`config.mk`:
```
export PLATFORM = sky130hd
export DESIGN_NAME = multicycle_ctrl_fsm
export DESIGN_NICKNAME = d
export VERILOG_FILES = /design/src/rtl/multicycle_ctrl_fsm.sv
export SDC_FILE = /design/constraint.sdc
export NUM_CORES = 1
export LEC_CHECK = 0
export BUFFER_PORTS_ARGS = -buffer_cell sky130_fd_sc_hd__clkbuf_2
export CORE_MARGIN = 2
export CORE_UTILIZATION = 32
export DETAILED_ROUTE_END_ITERATION = 8
export PLACE_DENSITY = 0.63
export SLEW_MARGIN = 10
export SYNTH_ARGS = -nofsm -noshare
export SYNTH_HDL_FRONTEND = slang
export SYNTH_SLANG_ARGS = --single-unit
export TNS_END_PERCENT = 100
```
`constraint.sdc`:
```
create_clock -name clk -period 2.47 [get_ports clk]
set_input_delay 0.494 -clock clk [delete_from_list [all_inputs] [get_ports clk]]
set_output_delay 0.494 -clock clk [all_outputs]
set_load 0.005 [all_outputs]
```
`src/rtl/multicycle_ctrl_fsm.sv`:
```
// multicycle_ctrl_fsm
//   Control sequencer for a multi-cycle RV32I datapath that has one shared ALU
//   and one unified memory port. Each instruction takes several states. The
//   sequencer drives the datapath mux selects and write enables, runs a
//   req/ready handshake on the memory port and counts retired instructions.
//
// Ports
//   clk           rising-edge system clock
//   rst_n         synchronous active-low reset
//   opcode        IR[6:0]; valid from DECODE onward
//   mem_ready     memory accepted/completed the current request this cycle
//   mem_req       memory access request
//   mem_we        write access (only meaningful with mem_req)
//   i_or_d        address select: 0 = PC, 1 = ALUOut
//   ir_write      load IR from memory read data
//   pc_write      unconditional PC update
//   pc_write_cond PC update gated externally by the ALU zero flag
//   pc_src        PC source: 0 = ALU result, 1 = ALUOut
//   alu_src_a     ALU A select: 00 = PC, 01 = rs1
//   alu_src_b     ALU B select: 00 = rs2, 01 = 4, 10 = imm
//   alu_op        00 add, 01 sub/compare, 10 R-type decode, 11 I-type decode
//   reg_write     register file write enable
//   mem_to_reg    writeback select: 1 = MDR, 0 = ALUOut
//   retire        one-cycle pulse when an instruction completes
//   illegal_instr high while in TRAP
//   instret       retired-instruction count (wraps silently)
//   state_o       current state encoding, for debug
//
// Memory handshake: while the sequencer sits in FETCH, MEM_RD or MEM_WR it
// holds mem_req (and mem_we) steady and advances only in a cycle where
// mem_ready is 1. mem_ready in any other state has no effect.
module multicycle_ctrl_fsm #(
  parameter int CNT_W = 32
) (
  input  logic             clk,
  input  logic             rst_n,
  input  logic [6:0]       opcode,
  input  logic             mem_ready,
  output logic             mem_req,
  output logic             mem_we,
  output logic             i_or_d,
  output logic             ir_write,
  output logic             pc_write,
  output logic             pc_write_cond,
  output logic             pc_src,
  output logic [1:0]       alu_src_a,
  output logic [1:0]       alu_src_b,
  output logic [1:0]       alu_op,
  output logic             reg_write,
  output logic             mem_to_reg,
  output logic             retire,
  output logic             illegal_instr,
  output logic [CNT_W-1:0] instret,
  output logic [3:0]       state_o
);

  localparam logic [3:0] S_FETCH    = 4'd0;
  localparam logic [3:0] S_DECODE   = 4'd1;
  localparam logic [3:0] S_MEM_ADDR = 4'd2;
  localparam logic [3:0] S_MEM_RD   = 4'd3;
  localparam logic [3:0] S_LOAD_WB  = 4'd4;
  localparam logic [3:0] S_MEM_WR   = 4'd5;
  localparam logic [3:0] S_EXEC_R   = 4'd6;
  localparam logic [3:0] S_EXEC_I   = 4'd7;
  localparam logic [3:0] S_ALU_WB   = 4'd8;
  localparam logic [3:0] S_BRANCH   = 4'd9;
  localparam logic [3:0] S_TRAP     = 4'd10;

  localparam logic [6:0] OP_R      = 7'b0110011;
  localparam logic [6:0] OP_I      = 7'b0010011;
  localparam logic [6:0] OP_LOAD   = 7'b0000011;
  localparam logic [6:0] OP_STORE  = 7'b0100011;
  localparam logic [6:0] OP_BRANCH = 7'b1100011;

  logic [3:0] state;
  logic [3:0] state_next;

  always_ff @(posedge clk) begin
    if (!rst_n) begin
      state <= S_FETCH;
    end else begin
      state <= state_next;
    end
  end

  // Reset has priority, so a retire pulse in the reset cycle is not counted.
  always_ff @(posedge clk) begin
    if (!rst_n) begin
      instret <= '0;
    end else if (retire) begin
      instret <= instret + CNT_W'(1);
    end
  end

  always_comb begin
    state_next    = state;
    mem_req       = 1'b0;
    mem_we        = 1'b0;
    i_or_d        = 1'b0;
    ir_write      = 1'b0;
    pc_write      = 1'b0;
    pc_write_cond = 1'b0;
    pc_src        = 1'b0;
    alu_src_a     = 2'b00;
    alu_src_b     = 2'b00;
    alu_op        = 2'b00;
    reg_write     = 1'b0;
    mem_to_reg    = 1'b0;
    retire        = 1'b0;
    illegal_instr = 1'b0;

    case (state)
      S_FETCH: begin
        // ALU computes PC+4 every fetch cycle; it is committed only when
        // the instruction word arrives.
        mem_req   = 1'b1;
        alu_src_b = 2'b01;
        if (mem_ready) begin
          ir_write   = 1'b1;
          pc_write   = 1'b1;
          state_next = S_DECODE;
        end
      end
      S_DECODE: begin
        // Branch target PC+imm is precomputed into ALUOut here.
        alu_src_b = 2'b10;
        case (opcode)
          OP_R:               state_next = S_EXEC_R;
          OP_I:               state_next = S_EXEC_I;
          OP_LOAD, OP_STORE:  state_next = S_MEM_ADDR;
          OP_BRANCH:          state_next = S_BRANCH;
          default:            state_next = S_TRAP;
        endcase
      end
      S_MEM_ADDR: begin
        alu_src_a  = 2'b01;
        alu_src_b  = 2'b10;
        state_next = (opcode == OP_LOAD) ? S_MEM_RD : S_MEM_WR;
      end
      S_MEM_RD: begin
        mem_req = 1'b1;
        i_or_d  = 1'b1;
        if (mem_ready) state_next = S_LOAD_WB;
      end
      S_LOAD_WB: begin
        reg_write  = 1'b1;
        mem_to_reg = 1'b1;
        retire     = 1'b1;
        state_next = S_FETCH;
      end
      S_MEM_WR: begin
        mem_req = 1'b1;
        i_or_d  = 1'b1;
        mem_we  = 1'b1;
        if (mem_ready) begin
          retire     = 1'b1;
          state_next = S_FETCH;
        end
      end
      S_EXEC_R: begin
        alu_src_a  = 2'b01;
        alu_op     = 2'b10;
        state_next = S_ALU_WB;
      end
      S_EXEC_I: begin
        alu_src_a  = 2'b01;
        alu_src_b  = 2'b10;
        alu_op     = 2'b11;
        state_next = S_ALU_WB;
      end
      S_ALU_WB: begin
        reg_write  = 1'b1;
        retire     = 1'b1;
        state_next = S_FETCH;
      end
      S_BRANCH: begin
        alu_src_a     = 2'b01;
        alu_op        = 2'b01;
        pc_write_cond = 1'b1;
        pc_src        = 1'b1;
        retire        = 1'b1;
        state_next    = S_FETCH;
      end
      S_TRAP: begin
        // Sticky until reset; nothing is enabled and nothing retires.
        illegal_instr = 1'b1;
      end
      default: begin
        // Unreachable encodings recover to FETCH.
        state_next = S_FETCH;
      end
    endcase
  end

  assign state_o = state;

endmodule

```
Yosys cells after proc, flatten, opt, wreduce, memory -nomap -nowiden --
Cells that the tools add are included.
Word-level totals: register bits 36, input port bits 10, output and inout bits 53
Cells by class: $add $sub $neg 1, equal/unequal tests 18, muxes and demuxes 19, bitwise gates (word level) 1, reduce and logical (&&, ||, !) cells 10
Operator list (number):
- 32-bit by 1-bit adder with 32-bit output, second input constant | 1
- 4-bit one-hot mux with 7 select lines | 1
- 4-bit by 3-bit equality test with 1-bit output, second input constant | 4
- 4-bit one-hot mux with 4 select lines | 1
- 7-bit by 6-bit equality test with 1-bit output, second input constant | 2
- 4-bit equality test, second input constant | 3
- 4-bit 2-to-1 mux | 3
- 1-bit 2-to-1 mux | 10
- 3-bit OR reduction | 3
- 4-bit by 2-bit equality test with 1-bit output, second input constant | 2
- 2-bit OR reduction | 4
- 7-bit by 2-bit equality test with 1-bit output, second input constant | 1
- 7-bit by 5-bit equality test with 1-bit output, second input constant | 1
- 7-bit equality test, second input constant | 1
- 2-bit != test, second input constant | 3
- 2-bit one-hot mux with 3 select lines | 1
- 4-bit by 1-bit equality test with 1-bit output, second input constant | 1
- 4-bit zero test | 1
- 2-bit one-hot mux with 2 select lines | 1
- 4-bit AND reduction | 1
- 4-bit OR reduction | 1
- 3-bit 2-to-1 mux | 1
- 1-bit one-hot mux with 2 select lines | 1
- 1-bit NOT | 1

Logic depth before layout (Yosys ltp) --
word-level depth 4, mapped depth 8, mapped depth without buffers 5

Least setup slack after synthesis --
No wires, ideal clock.
path type register -> register, start point register instret[2], end point register instret[28], library setup time 132 ps, arrival 1918 ps, slack 420 ps, cell stages (with the launch flop) 9, path buffers 3, clock period less this slack 2050 ps, cells stage by stage dfxtp_1 > buf_6 > and4_4 > nand4_4 > or3_1 > buf_2 > buf_2 > o41ai_1 > a21oi_1
On the way: longest elaborated chain between the ends 1
RTL lines:
- start, declared | line 53 | output logic [CNT_W-1:0] instret,
- start signal, assigned | line 91 | instret <= instret + CNT_W'(1);
- 32-bit by 1-bit adder with 32-bit output | line 91
No other way between the ends. A chain may end at the register's enable or synchronous reset.

Worst setup path after layout --
start point register state[2] (netlist: state_o[2]), end point output port retire
On the way: longest elaborated chain between the ends 3, elaborated cells between the ends (all ways) 6
RTL lines:
- start, declared | line 75 | logic [3:0] state;
- start signal, assigned | line 82 | state <= state_next;
- 4-bit equality test / 4-bit by 3-bit equality test with 1-bit output (equally long branches) | line 112 | case (state)
- 3-bit OR reduction (no line)
- 1-bit one-hot mux with 2 select lines (*) | line 112
- end, declared | line 51 | output logic retire,
Mark *: on every way between the ends. The rest lies on a longest branch, timed or not.

==> run summary <==
===========================================================================================
Crit Path Class ..............................................................   reg -> out
Cell chain of the critical path .............................................. nand2b_1, o21a_1, nor2_1, clkbuf_2
Sinks on the clock net .......................................................           36
Total of warnings raised by yosys ............................................            0
Met2 WL ......................................................................      2190 µm
Top cells by instance count after synthesis .................................. sky130_fd_sc_hd__dfxtp_1 (36), sky130_fd_sc_hd__nor2_1 (33), sky130_fd_sc_hd__nand2_1 (21)
Count of nets left with antenna violations after detail routing ..............            0
Required time of the worst setup path ........................................      1980 ps
Largest net degree at the start of global routing ............................           21
Seq/Total Area, Yosys ........................................................        35.8%
Die span in y ................................................................      83.3 µm
Antenna diodes ...............................................................            0
Xor/xnor share of the synthesized area .......................................        9.15%
Standard-cell row count ......................................................           28
Final setup fails ............................................................            0
Detailed-placement wirelength estimate .......................................      3730 µm
Startpoint type of the worst setup path ......................................     register
Synthesized cell area ........................................................     2010 µm²
Clock latency of the later-clocked register in the worst-skew pair ...........       290 ps
Clock buffers created by TritonCTS ...........................................            5
Arrival time reported for the critical path endpoint .........................      1840 ps
Crit-path max cell delay .....................................................       550 ps
Average detailed-routed wire length per instance .............................      12.9 µm
Global-route wire length before repair .......................................      8600 µm
Worst IR drop on VDD .........................................................       218 µV
Area delta synth->final ......................................................        23.8%
Level count of the clock H-tree ..............................................            2
Aggregate global routing overflow ............................................            0
Quantity of I/O buffers inserted on ports ....................................           61
Number of design-rule violations left by the first detailed-router iteration .           89
Post-layout minimum cycle time ...............................................      2330 ps
Clk network pwr share ........................................................        35.0%
Library cell occupying the most area in the post-synthesis netlist ........... sky130_fd_sc_hd__dfxtp_1
Final Slew Violations ........................................................            0
Adder-cell area share of the yosys netlist ...................................       0.622%
Total internal power .........................................................   0.000903 W
Boundary Pins ................................................................           63
TritonCTS clock tree .........................................................        built
Run status ................................................................... complete, no violations
Maximum clock path buffer count ..............................................            2
GRT Resource Usage Total .....................................................        14.9%
Post-synth EDFFs .............................................................            0
Core region area .............................................................     5990 µm²
Vias after detailed routing ..................................................         2015
Crit share post-route ........................................................        94.4%
Compound-cell area share of the yosys netlist ................................        12.1%
Mapped Nets ..................................................................          267
Switching power of the nets ..................................................   0.000342 W
Sum of internal, switching and leakage power .................................    0.00124 W
RePlAce Congestion ...........................................................        0.793
Largest fanout of any net on the critical path ...............................           11
Quantity of gates resized following cts ......................................            0
Simple-gate area share of the yosys netlist ..................................        35.9%
Layout cell share with drive strength beyond 1 ...............................        26.4%
Critical Path End Type .......................................................   output pin
First drt pass iteration count ...............................................            4
Root Buffer .................................................................. sky130_fd_sc_hd__clkbuf_8
Yosys cell types .............................................................           48
Async set-or-reset flop fraction in the synthesized netlist ..................           0%
Via/cell ratio ...............................................................         5.13
Logic pwr share ..............................................................        16.3%
Post-Route WL ................................................................      5080 µm
Main synth FF type ........................................................... sky130_fd_sc_hd__dfxtp_1
Cell count after synthesis ...................................................          256
Antenna violations before repair .............................................            0
Share of the synthesized area in the top cell type ...........................        35.8%
Final net count ..............................................................          328
Total Die Area ...............................................................     6930 µm²
Number of global-route vias before repair ....................................         1785
Dominant combinational cell family by area after synthesis ................... simple AND/OR/NAND/NOR gates
Slew headroom ................................................................        65.2%
Pwr Density ..................................................................   500 nW/µm²
Number of synthesized register bits ..........................................           36
Worst-Margin Slew ............................................................       522 ps
Highest clock rate ...........................................................      429 MHz
DRT met1 WL ..................................................................      2550 µm
Post-Route Setup TNS .........................................................         0 ps
Highest Signal Layer .........................................................         met4
Sequential share of power ....................................................        48.7%
Width of the chip ............................................................      83.3 µm
DRC Markers ..................................................................            0
Unrepaired setup endpoints after global routing ..............................           no
Top cells by area, synth ..................................................... sky130_fd_sc_hd__dfxtp_1 (36%), sky130_fd_sc_hd__xnor2_1 (7.0%), sky130_fd_sc_hd__nor2_1 (6.2%)
Most used standard cell by instance count after synthesis .................... sky130_fd_sc_hd__dfxtp_1
Starting density of the core .................................................        33.6%
Reg clk slew, reported paths .................................................        80 ps
Multiplexer area fraction after synthesis ....................................       0.498%
Metal3 WL ....................................................................       301 µm
Skew final ...................................................................      9.53 ps
Critical-path top delay cell ................................................. sky130_fd_sc_hd__dfxtp_1
Syn Area/Cell ................................................................     7.85 µm²
Hold bufs inserted after CTS .................................................            0
Hold WC Path Type ............................................................   reg -> reg
Number of hold violations in the final report ................................            0
Switching share of total power ...............................................        27.5%
Leakage power figure .........................................................     0.964 nW
Max-cap viol count ...........................................................            0
Post-CTS setup buffer count ..................................................            0
===========================================================================================
power by group through the flow:
stage / Clock (W) / Combinational, W / Sequential [W]
3_3_place_gp: 0 / 0.000201 / 0.000620
6_report: 0.000436 / 0.000203 / 0.000606
4_1_cts: 0.000452 / 0.000203 / 0.000606
5_1_grt: 0.000480 / 0.000225 / 0.000609
2_1_floorplan: 0 / 0.000131 / 0.000612
3_5_place_dp: 0 / 0.000203 / 0.000620
stage by stage:
step                area (µm²)  cells  hold slack, ps  utilization (%)  worst slack, ps
finish                    2490    393             490             41.6              139
global route              2490    393             501             41.6             5.23
CTS                       2490    393             482             41.6              157
detailed placement        2400    385             471             40.1              216
global placement          2400    385             463             40.1              266
floorplan                 2010    256             465                -              420
cell families (layout without fill, tap and decap cells):
kind of cell | Yosys count | after routing
compound gates | 41 | 41
xor+xnor | 21 | 21
fa+ha+maj | 1 | 1
buf+inv | 24 | 86
flops | 36 | 36
mux | 1 | 1
other cells | 1 | 1
simple gates | 131 | 131
worst paths after layout:
kind              depth (start not counted)   startpoint           to  slack [ps]
setup / recovery                          4   state_o[2]       retire         140
hold / removal                            2  instret[21]  instret[21]         490
setup reg to reg                          5   instret[4]  instret[28]         190
hold reg to reg                           2  instret[21]  instret[21]         490
critical path: cells and delay by family (launching register included):
| kind | cells | cell delay (ps) |
|---|---|---|
| buf+inv | 1 | 170 |
| compound gates | 1 | 340 |
| simple gates | 2 | 480 |
| flops | 1 | 550 |
metal layers:
metal | track usage [%] | vias up
met1 | 21.0 | 921
met2 | 21.6 | 59
met4 | 4.17 | 0
li1 | - | 1030
met3 | 4.97 | 5
met5 | 0 | -
placed cells by master (no fill, tap or decap), types with 2 or more instances in the layout:
cell type                   netlist  final
sky130_fd_sc_hd__clkbuf_2         0     61
sky130_fd_sc_hd__o2111ai_1        2      2
sky130_fd_sc_hd__nor4b_1          3      3
sky130_fd_sc_hd__a21oi_1         15     15
sky130_fd_sc_hd__a21o_1           2      2
sky130_fd_sc_hd__nor4_1          12     12
sky130_fd_sc_hd__or2_2            2      2
sky130_fd_sc_hd__clkbuf_8         0      6
sky130_fd_sc_hd__nand2_1         21     21
sky130_fd_sc_hd__buf_4            4     11
sky130_fd_sc_hd__inv_1            5      5
sky130_fd_sc_hd__xnor2_1         16     16
sky130_fd_sc_hd__and3_1           3      3
sky130_fd_sc_hd__nor3_1           4      4
sky130_fd_sc_hd__dfxtp_1         36     36
sky130_fd_sc_hd__nand2b_1         4      4
sky130_fd_sc_hd__or3_1            8      8
sky130_fd_sc_hd__nand4_1         10     10
sky130_fd_sc_hd__o31ai_1          2      2
sky130_fd_sc_hd__or4b_1           2      2
sky130_fd_sc_hd__nand3_1         13     13
sky130_fd_sc_hd__and2_1           3      3
sky130_fd_sc_hd__clkbuf_1        10      2
sky130_fd_sc_hd__nor2_1          33     33
sky130_fd_sc_hd__xor2_1           5      5
sky130_fd_sc_hd__o21ai_0         12     12
sky130_fd_sc_hd__and4_4           2      2
sky130_fd_sc_hd__nor2b_1          4      4
final cells by class:
class | count | area (µm²)
Fill cell | 631 | 3500
Sequential cell | 36 | 721
Inverter | 6 | 22.5
Timing Repair Buffer | 72 | 388
Tap cell | 75 | 93.8
Multi-Input combinational cell | 196 | 1170
Clock buffer | 8 | 90.1
flip-flops by register name, indices dropped and copies added, names as in the netlist:
name,count
state_o,4
instret,32
No activity file was read; power rests on OpenSTA's default activity.
